`src/rtl/mmss_up_cnt.sv`:
```
// Minutes:seconds BCD up-counter (00:00 .. 59:59) with IDLE/RUN control.
// Clear, load and count share one digit update path with fixed priority.
module mmss_up_cnt (
    input  logic       CLOCK,
    input  logic       RESET_N,
    input  logic       EN,
    input  logic       START,
    input  logic       STOP,
    input  logic       CLR,
    input  logic       LOAD,
    input  logic [2:0] LD_MH,
    input  logic [3:0] LD_ML,
    input  logic [2:0] LD_SH,
    input  logic [3:0] LD_SL,
    output logic [2:0] MH,
    output logic [3:0] ML,
    output logic [2:0] SH,
    output logic [3:0] SL,
    output logic       RUNNING,
    output logic       CO
);

    localparam logic [0:0] IDLE = 1'b0;
    localparam logic [0:0] RUN  = 1'b1;

    logic [0:0] state;
    logic [0:0] state_nxt;

    logic       step;
    logic       sl_w;
    logic       sh_w;
    logic       ml_w;
    logic       mh_w;

    logic [2:0] ld_mh_v;
    logic [3:0] ld_ml_v;
    logic [2:0] ld_sh_v;
    logic [3:0] ld_sl_v;

    logic [2:0] mh_nxt;
    logic [3:0] ml_nxt;
    logic [2:0] sh_nxt;
    logic [3:0] sl_nxt;

    assign step = (state == RUN) && EN && !CLR && !LOAD;

    assign sl_w = (SL == 4'd9);
    assign sh_w = (SH == 3'd5);
    assign ml_w = (ML == 4'd9);
    assign mh_w = (MH == 3'd5);

    assign CO      = step && sl_w && sh_w && ml_w && mh_w;
    assign RUNNING = (state == RUN);

    // Out-of-range load digits are forced to zero so digits stay legal.
    assign ld_mh_v = (LD_MH <= 3'd5) ? LD_MH : 3'd0;
    assign ld_ml_v = (LD_ML <= 4'd9) ? LD_ML : 4'd0;
    assign ld_sh_v = (LD_SH <= 3'd5) ? LD_SH : 3'd0;
    assign ld_sl_v = (LD_SL <= 4'd9) ? LD_SL : 4'd0;

    always_comb begin
        state_nxt = state;
        unique case (state)
            IDLE: if (START && !STOP) state_nxt = RUN;
            RUN:  if (STOP)           state_nxt = IDLE;
            default:                  state_nxt = IDLE;
        endcase
    end

    always_comb begin
        mh_nxt = MH;
        ml_nxt = ML;
        sh_nxt = SH;
        sl_nxt = SL;
        if (CLR) begin
            mh_nxt = 3'd0;
            ml_nxt = 4'd0;
            sh_nxt = 3'd0;
            sl_nxt = 4'd0;
        end else if (LOAD) begin
            mh_nxt = ld_mh_v;
            ml_nxt = ld_ml_v;
            sh_nxt = ld_sh_v;
            sl_nxt = ld_sl_v;
        end else if (step) begin
            sl_nxt = sl_w ? 4'd0 : SL + 4'd1;
            if (sl_w) begin
                sh_nxt = sh_w ? 3'd0 : SH + 3'd1;
                if (sh_w) begin
                    ml_nxt = ml_w ? 4'd0 : ML + 4'd1;
                    if (ml_w) begin
                        mh_nxt = mh_w ? 3'd0 : MH + 3'd1;
                    end
                end
            end
        end
    end

    always_ff @(posedge CLOCK or negedge RESET_N) begin
        if (!RESET_N) begin
            state <= IDLE;
            MH    <= 3'd0;
            ML    <= 4'd0;
            SH    <= 3'd0;
            SL    <= 4'd0;
        end else begin
            state <= state_nxt;
            MH    <= mh_nxt;
            ML    <= ml_nxt;
            SH    <= sh_nxt;
            SL    <= sl_nxt;
        end
    end

endmodule

```
`config.mk`:
```
export PLATFORM = sky130hd
export DESIGN_NAME = mmss_up_cnt
export DESIGN_NICKNAME = d
export VERILOG_FILES = /design/src/rtl/mmss_up_cnt.sv
export SDC_FILE = /design/constraint.sdc
export NUM_CORES = 1
export LEC_CHECK = 0
export ABC_AREA = 0
export CORE_MARGIN = 1
export CORE_UTILIZATION = 40
export CTS_BUF_LIST = sky130_fd_sc_hd__clkbuf_8
export DETAILED_ROUTE_END_ITERATION = 12
export PLACE_DENSITY = 0.79
export SYNTH_ARGS = -nofsm -noshare
export SYNTH_HDL_FRONTEND = slang
export SYNTH_SLANG_ARGS = --single-unit
export TNS_END_PERCENT = 100
```
`constraint.sdc`:
```
create_clock -name CLOCK -period 4.04 [get_ports CLOCK]
set_clock_uncertainty 0.1 [all_clocks]
set_input_delay 0.808 -clock CLOCK [delete_from_list [all_inputs] [get_ports CLOCK]]
set_output_delay 0.808 -clock CLOCK [all_outputs]
set_load 0.005 [all_outputs]
```
==> metrics <==
number of hold buffers added after CTS=0; share of layout cells above drive strength 1=8.28%; synthesis-stage register bit count=15; Cell Rows=18; Post-synth EDFFs=0; Final Net Count=195; Max Cap Viol=0; DRC violations left=0; Routability Congestion=0.825; CTS max path bufs=2; Routed met2 length=1.44 mm; Place WS=0.480 ns; status=finished clean; CP dominant cell by count=clkdlybuf4s50_1; Crit Path Class=input pin to output pin; post-synth net total=154; placed cell areas=1500 um2; post-CTS setup buffer count=0; antenna violations before repair=0; CP endpoint kind=output pin; Synth area leader=dfrtp_1; total number of vias=approximately 1.1k; WL met3=126 um; first-pass GRT wire length=4.66 mm; CP Launch Type=input pin; max frequency=0.280 GHz; Area Growth Syn to Fin=39.9%; setup_tns=0 ns; Sink Count=15; maximum fanout along the worst path=5; PwrDens=257 nW/um2; Die Ht=54.6 um; largest net degree at the start of global routing=17; Worst EP required=3.13 ns; global route overflow=0; port bufs=36; Final Max Tran Viols=0; die outline width=approximately 55 um; worst setup margin=0.464 ns; Min Hold Slack=0.464 ns; leak pwr=0.644 nW; Worst Tran Pin Value=0.726 ns; most frequent cells in the layout=clkdlybuf4s50_1, nor2_1, dfrtp_1, nand2_1; CP max stage delay=0.49 ns; WL final=between 2 and 3 mm; I/O pins=37; slowest CP cell=clkdlybuf4s50_1; placed instance count=a little under 200; max layer used=met3; post-layout power=397 uW; Max H-tree Level=1; final hold viol count=0; Antenna diodes=0; number of unique standard cell types used by synthesis=42; post_cts resized=0; synthesized area=1110 um2; TritonCTS clock tree=yes; Worst-path clk slew=0.06 ns; initial core utilization=43.5%; Vias/cell=~5.5; Synth async-reset ratio=100%; crit share post-route=around nine tenths; Synth top area share=33.9%; top post-synthesis cells by area=dfrtp_1, nor2_1, nand2_1, a21oi_1, o21ai_0; Slew HR=51.5%; CTS root buf=clkbuf_8; Arr. time, crit path=2.67 ns; 1st-iter DRT viols=26; Core Box Area=2540 um2; drt pass-1 iters=4; ys flop type=dfrtp_1; final instance area=roughly 1500 um2; peak supply drop=between 0.2 and 0.25 mV; number of routed nets with antenna violations=0; detailed-route wire length per cell=14.5 um; Layout Utilization=60.9%; DP HPWL=2.12 mm; unrepaired setup endpoints after global routing=no; min Tclk post-route=3.58 ns; Fillers=247; most common cell after layout, fill and taps aside=clkdlybuf4s50_1; sequential area share after synthesis=33.9%; synthesized instance count=129; fin cells=199; Avg Inst Size Synth=between 8 and 9 um2; crit path cell chain=clkdlybuf4s50_1, nand4bb_4, nor4b_4, and3_1, clkdlybuf4s50_1; setup violators final=0; latest clock arrival within the worst-skew pair=0.24 ns; die area=a little under 3000 um2; Inserted Clock Buffers=3; worst reg2reg setup slack=between 2 and 2.5 ns; vias in the first global route=1077; Min-Delay Path Class=register to register; met1 WL=1.31 mm; GRT Util Overall=21.7%; yosys warns=0
## synthesized netlist by cell type, drive strengths merged, types with 2 or more instances
| cell type | instances |
|---|---|
| nor2 | 18 |
| dfrtp | 15 |
| nand2 | 15 |
| a21oi | 11 |
| o21ai | 11 |
| a211oi | 4 |
| ha | 4 |
| inv | 4 |
| a31oi | 3 |
| and3b | 3 |
| buf | 3 |
| nand3 | 3 |
| xnor2 | 3 |
| a21o | 2 |
| and3 | 2 |
| mux2 | 2 |
| nand2b | 2 |
| nand3b | 2 |
| nor2b | 2 |
| or3b | 2 |
## final cells by class
| type | count | area, um2 | area share [%] |
|---|---|---|---|
| flip-flops and latches | 15 | 375 | 24.2 |
| clock buffers | 3 | 41.3 | 2.67 |
| multi-input cells | 106 | 689 | 44.5 |
| repair buffers | 39 | 383 | 24.7 |
| inverters | 5 | 18.8 | 1.21 |
| clock inverters | 1 | 3.75 | 0.242 |
| well taps | 30 | 37.5 | 2.42 |
## cell families after synthesis
kind of cell               count (synthesis)  share of synthesized area [%]
AOI/OAI and AO/OA                         41                           23.8
adders and majority gates                  4                           4.52
and+or+nand+nor                           56                           29.5
xor gates and xnor gates                   3                           2.37
buffers and inverters                      8                           3.84
muxes                                      2                           2.03
DFF                                       15                           33.9
## routing by layer
layer	GRT usage (%)	vias to the layer above
met3	3.61	0
met5	0	-
met1	28.2	523
li1	-	547
met2	38.0	31
met4	3.42	0
## state kept, by name, summed over array words and instances, names as in the netlist
signal / count
MH: 3
ML: 4
SL: 4
SH: 3
RUNNING: 1
## worst max-delay path: cells and delay by family
family,cells,cell delay (ns)
buffers and inverters,2,0.93
and+or+nand+nor,3,0.93
## final timing paths
check                              from     to  cells after the start
min in group asynchronous       RESET_N  SL[3]                      1
worst min-delay path              SH[1]  SH[1]                      1
worst max-delay path               LOAD     CO                      5
worst min register to register    SH[1]  SH[1]                      1
max in group asynchronous       RESET_N  ML[0]                      1
worst max register to register    SL[1]  ML[0]                      5
## where the power goes
part	internal [mW]	total (mW)	switching [mW]
Combinational	0.0588	0.100	0.0413
Sequential	0.160	0.175	0.0147
Clock	0.0672	0.122	0.0550
Total	0.286	0.397	0.111
Note: power is estimated with default switching activity, not from simulation.
==> patch 1, RTL diff (same flow settings) <==
Make the reset (`RESET_N`) synchronous in one clocked block.
--- a/src/rtl/mmss_up_cnt.sv
+++ b/src/rtl/mmss_up_cnt.sv
@@ -98,3 +98,3 @@
 
-    always_ff @(posedge CLOCK or negedge RESET_N) begin
+    always_ff @(posedge CLOCK) begin
         if (!RESET_N) begin
Check against the original RTL: differs if RESET_N is asserted again (counterexample within 4 cycles, from zero or initial values and one cycle with RESET_N low); with RESET_N held inactive, the same outputs for 10 cycles.
==> patch 1 against the unedited design <==
  * Clock power is 3% higher
  * Total power is 13% lower
  * Critical path depth stayed put
  * Combinational power is 40% lower
  * Sequential cell count stayed put
  * Area after synthesis is 17% lower
  * Final area is 12% lower
  * First-iteration DRC count is 46% lower
  * Routed wire length is 19% lower
  * Synthesized cell count is 12% lower
  * Hold slack worse by 7.4 ps
  * Core utilization is 1.4 points higher
  * Setup slack better by 200 ps
  * Via count is 9.3% lower
  * Highest routed layer is now met4
==> patch 1: results (changes against the unedited design) <==
Logic synthesis
  – Cell variety after synth: 37 (-12%)
  – Area contributors post-synth: dfxtp_1 (33%), a21oi_1 (7.6%), o21ai_0 (7.0%), nor2b_1 (6.1%), xor2_1 (4.7%)
  – Synth Area in Compound Gates: 23.4% (-0.40 points)
  – Register area share after synthesis: 32.5% (-1.4 points)
  – Adder-Cell Fraction of Synth Area: 0% (-4.5 points)
  – Async S/R FF share, synth: 0% (-100 points)
  – Synth cell count leaders: dfxtp_1 (15), a21oi_1 (14), o21ai_0 (13)
  – Xor and xnor fraction of the mapped netlist area: 5.69% (+3.3 points)
  – Syn nets: 134 (-13%)
  – Mux cell area share after synthesis: 2.17% (+0.13 points)
  – Mapped Avg Cell Area: 8.17 sq um (-4.8%)

Cells and area
  – Filler cell count: 191 (-23%)
  – Fin cells: 180 (-9.5%)
  – Final #Nets: 174 (-11%)

GRT
  – Largest net degree at the start of global routing: 19 (+2)
  – Wire length of the first global-routing pass: 3.77 mm (-19%)
  – Vias in the first global route: 901 (-16%)
  – Total GRT Usage: 20.0% (-1.7 points)

Placed design
  – Detailed placer's ending HPWL: 1.71 mm (-19%)
  – DP Cell Count: 176 (-9.7%)

STA
  – Setup WS post-layout: 665 ps (+201 ps)

Route
  – DRT iter0 DRCs: 14 (-46%)
  – WL final: 2.32 mm (-19%)

Power and ir drop
  – Leakage: 0.465 nW (-28%)
  – Max VDD drop: 200 uV (-13%)

Setup path
  – CP Max Fanout: 4 (-1)
  – R2R setup slack: 2370 ps (+340 ps)

Run status
  – Status: finished, final reports clean
==> patch 1: cell families (layout without fill, tap and decap cells) <==
| group | count (synthesis) | count (layout) |
|---|---|---|
| AND/OR/NAND/NOR | 46 | 46 |
| AO/OA/AOI/OAI | 37 | 37 |
| flip-flops | 15 | 15 |
| buffers and inverters | 7 | 46 |
| XOR/XNOR | 6 | 6 |
| multiplexers | 2 | 2 |
==> patch 1: power breakdown <==
part / internal (W) / switching, W
Sequential: 0.000153 / 0.00000709
Clock: 0.0000685 / 0.0000576
Combinational: 0.0000368 / 0.0000228
Total: 0.000258 / 0.0000875
==> patch 1: path summary, 6_finish.rpt <==
| check | start | to | cells after the start |
|---|---|---|---|
| setup / recovery | CLR | CO | 5 |
| hold / removal | RUNNING | RUNNING | 2 |
| setup reg to reg | SL[0] | SH[2] | 5 |
| hold reg to reg | RUNNING | RUNNING | 2 |
==> patch 1: metrics by stage <==
step	instance area [sq um]	total power [W]	utilization, %
6_report	1370	0.000346	62.3
4_1_cts	1370	0.000348	62.3
3_5_place_dp	1320	0.000223	60.2
3_3_place_gp	1320	0.000221	60.2
2_1_floorplan	923	0.000185	-
5_1_grt	1370	0.000361	62.3
==> patch 1: final cells by class <==
cell class                 count  area [sq um]  area share (%)
multi-input combinational     91           593            43.4
timing repair buffer          38           375            27.5
sequential                    15           300            22.0
clock buffer                   3          41.3            3.02
tap                           28          35.0            2.57
inverter                       4          15.0            1.10
clock inverter                 1          5.00           0.367
==> patch 1: layer usage <==
| layer | vias to the layer above | track usage [%] | part of all wire [%] |
|---|---|---|---|
| li1 | 496 | - | - |
| met1 | 476 | 23.1 | 44 |
| met2 | 22 | 33.8 | 49 |
| met3 | 5 | 2.47 | 4.1 |
| met4 | 0 | 13.8 | 2.5 |
| met5 | - | 0 | 0 |
==> patch 2, RTL diff (config.mk and constraints unchanged) <==
Made on the original files. Register the outputs `RUNNING` and `CO`, with the module's reset; this adds one clock of latency there. The other outputs are not delayed to match.
--- a/src/rtl/mmss_up_cnt.sv
+++ b/src/rtl/mmss_up_cnt.sv
@@ -51,4 +51,11 @@
 
-    assign CO      = step && sl_w && sh_w && ml_w && mh_w;
-    assign RUNNING = (state == RUN);
+    always_ff @(posedge CLOCK or negedge RESET_N) begin
+        if (!RESET_N) begin
+            RUNNING <= '0;
+            CO      <= '0;
+        end else begin
+            RUNNING <= (state == RUN);
+            CO      <= step && sl_w && sh_w && ml_w && mh_w;
+        end
+    end
 
Function: changed (Yosys sat finds a counterexample within 4 cycles, from zero or initial values and one cycle with RESET_N low).
==> patch 2 against the unedited design <==
  * Synthesized cell count fell by 4.7%
  * Final area rose by 1.0%
  * Via count fell by 0.36%
  * Sequential share of layout area rose by 2.9 points
  * Setup slack improved by 1000 ps
  * Routed wire length fell by 4.8%
  * Cell count fell by 4.5%
  * Sequential cell count rose by 2
  * Area after synthesis rose by 2.5%
  * Total power rose by 3.5%
  * Non-clock buffer count fell by 3
  * Core utilization rose by 0.10 points
  * Die area rose by 2.4%
  * Critical path type is now input port to register
  * Largest cell class unchanged
==> patch 2: results (changes against the unedited design) <==
GRT
  – Vias in the first global route: 1062 (-1.4%)
  – Largest net degree at the start of global routing: 18 (+1)
  – Wire length of the first global-routing pass: 4.77 mm (+2.4%)
  – Total GRT Usage: 19.2% (-2.6 points)
  – Initial antenna violation count: 0 (unchanged)

Run status
  – Status: finished, final reports clean

CTS
  – CTS H-Tree Depth: 1 (unchanged)
  – CTS Buffer Depth: 2 (unchanged)
  – Clk slew on worst S/H paths: 60 ps (about the same)
  – PostCTS Resize Cnt: 0 (unchanged)
  – Number of setup buffers added after CTS: 0 (unchanged)
  – TritonCTS Buffers: 3 (unchanged)
  – Clock latency at the later pin of the worst-skew pair: 250 ps

STA
  – Max-slew headroom: 46.3% (-5.2 points)
  – Hold WS: 435 ps (-29.0 ps)
  – Hold Fails Final Rpt: 0 (unchanged)

Setup path
  – R2R Path End: ML[0]
  – Slowest Stage Delay on Critical Path: 710 ps (+220 ps)
  – Slowest CP cell: clkdlybuf4s50_1
  – CP arrival: 2590 ps (-80 ps)
  – CP delay by family, top: simple AND/OR/NAND/NOR gates
  – R2R depth: 6 (+1)
  – CP Max Fanout: 15 (+10)
  – R2R setup slack: 2070 ps (+40 ps)

Logic synthesis
  – Primary FF master, synth: dfrtp_1
  – Synth cell count leaders: dfrtp_1 (17), a21oi_1 (14), o21ai_0 (11)
  – Syn nets: 148 (-3.9%)
  – Yosys Warn Count: 0 (unchanged)
  – Register area share after synthesis: 37.5% (+3.6 points)
  – Async S/R FF share, synth: 100% (unchanged)
  – Area contributors post-synth: dfrtp_1 (37%), a21oi_1 (6.2%), o21ai_0 (4.9%), ha_1 (4.4%), nand2_1 (3.3%)
  – Cell variety after synth: 43 (+2.4%)

Power and ir drop
  – Leakage: 0.646 nW (+0.23%)
  – Max VDD drop: 226 uV (-1.5%)

Placed design
  – Dpl ws: 1240 ps (+759 ps)
  – Detailed placer's ending HPWL: 2.03 mm (-4.5%)
  – Gpl congestion: 0.835 (+1.3%)

Worst hold path
  – Hold path depth: 0 (-1)
  – Min-delay src: state
  – Hold worst-path end: RUNNING

Cells and area
  – Number of diodes: 0 (unchanged)
  – Layout cell share with drive strength beyond 1: 9.38% (+1.1 points)
  – Final #Nets: 186 (-4.6%)
  – Largest registers: ML: 4 flops, SL: 4 flops

Route
  – Drt first pass iters: 4 (unchanged)
  – WL final: 2.74 mm (-4.8%)
  – Post-DR vias/cell: 5.77 (+4.4%)
  – DRT iter0 DRCs: 37 (+42%)

Die
  – Die Area: 3050 sq um (+2.4%)
## patch 2: changes by cell type in the layout (fill, tap and decap cells not counted), sizes merged, moves of 3 or more
cell    delta
nor3       +4
a31oi      -3
nor2       -9
a21oi      +3
nand2      -4
nand3b     +3
buf        -3
## patch 2: worst max path at each step
stage	start	endpoint	slack, ps	cells after the start
final	CLR	ML[0]	1480	4
after global routing	CLR	ML[0]	1340	4
after CTS	CLR	ML[0]	1490	4
after floorplan	EN	ML[0]	2220	4
after global placement	CLR	ML[1]	1300	4
after detailed placement	CLR	ML[0]	1240	4
## patch 2: per-stage QoR
| stage | area, sq um | utilization [%] | instances |
|---|---|---|---|
| 2_1_floorplan | 1130 | - | 123 |
| 3_5_place_dp | 1520 | 59.2 | 186 |
| 4_1_cts | 1570 | 61.0 | 190 |
| 3_3_place_gp | 1520 | 59.2 | 186 |
| 6_report | 1570 | 61.0 | 190 |
| 5_1_grt | 1570 | 61.0 | 190 |
## patch 2: cells by family after synthesis
logic type | synth area share (%)
simple gates | 27.0
flops | 37.5
fa+ha+maj | 4.41
buf+inv | 2.76
xor+xnor | 1.54
mux | 4.85
compound gates | 21.9
## patch 2: layer usage
metal / GRT usage (%) / wire length [um] / vias up / part of all wire (%)
met3: 4.45 / 138 / 2 / 5.0
li1: - / - / 528 / -
met5: 0 / 0 / - / 0
met1: 23.7 / 1190 / 529 / 43
met2: 34.3 / 1390 / 38 / 51
met4: 3.21 / 13 / 0 / 0.47
## patch 2: cell type report
class	count	area (sq um)
repair buffers	36	360
flip-flops and latches	17	425
well taps	30	37.5
fillers	243	1000
inverters	5	18.8
multi-input cells	98	678
clock buffers	3	41.3
clock inverters	1	3.75
## patch 2: power by group
part / leakage [nW] / internal (W) / switching [W]
Clock: 0.0269 / 0.0000674 / 0.0000560
Sequential: 0.226 / 0.000180 / 0.0000148
Combinational: 0.393 / 0.0000526 / 0.0000400
Total: 0.646 / 0.000300 / 0.000111
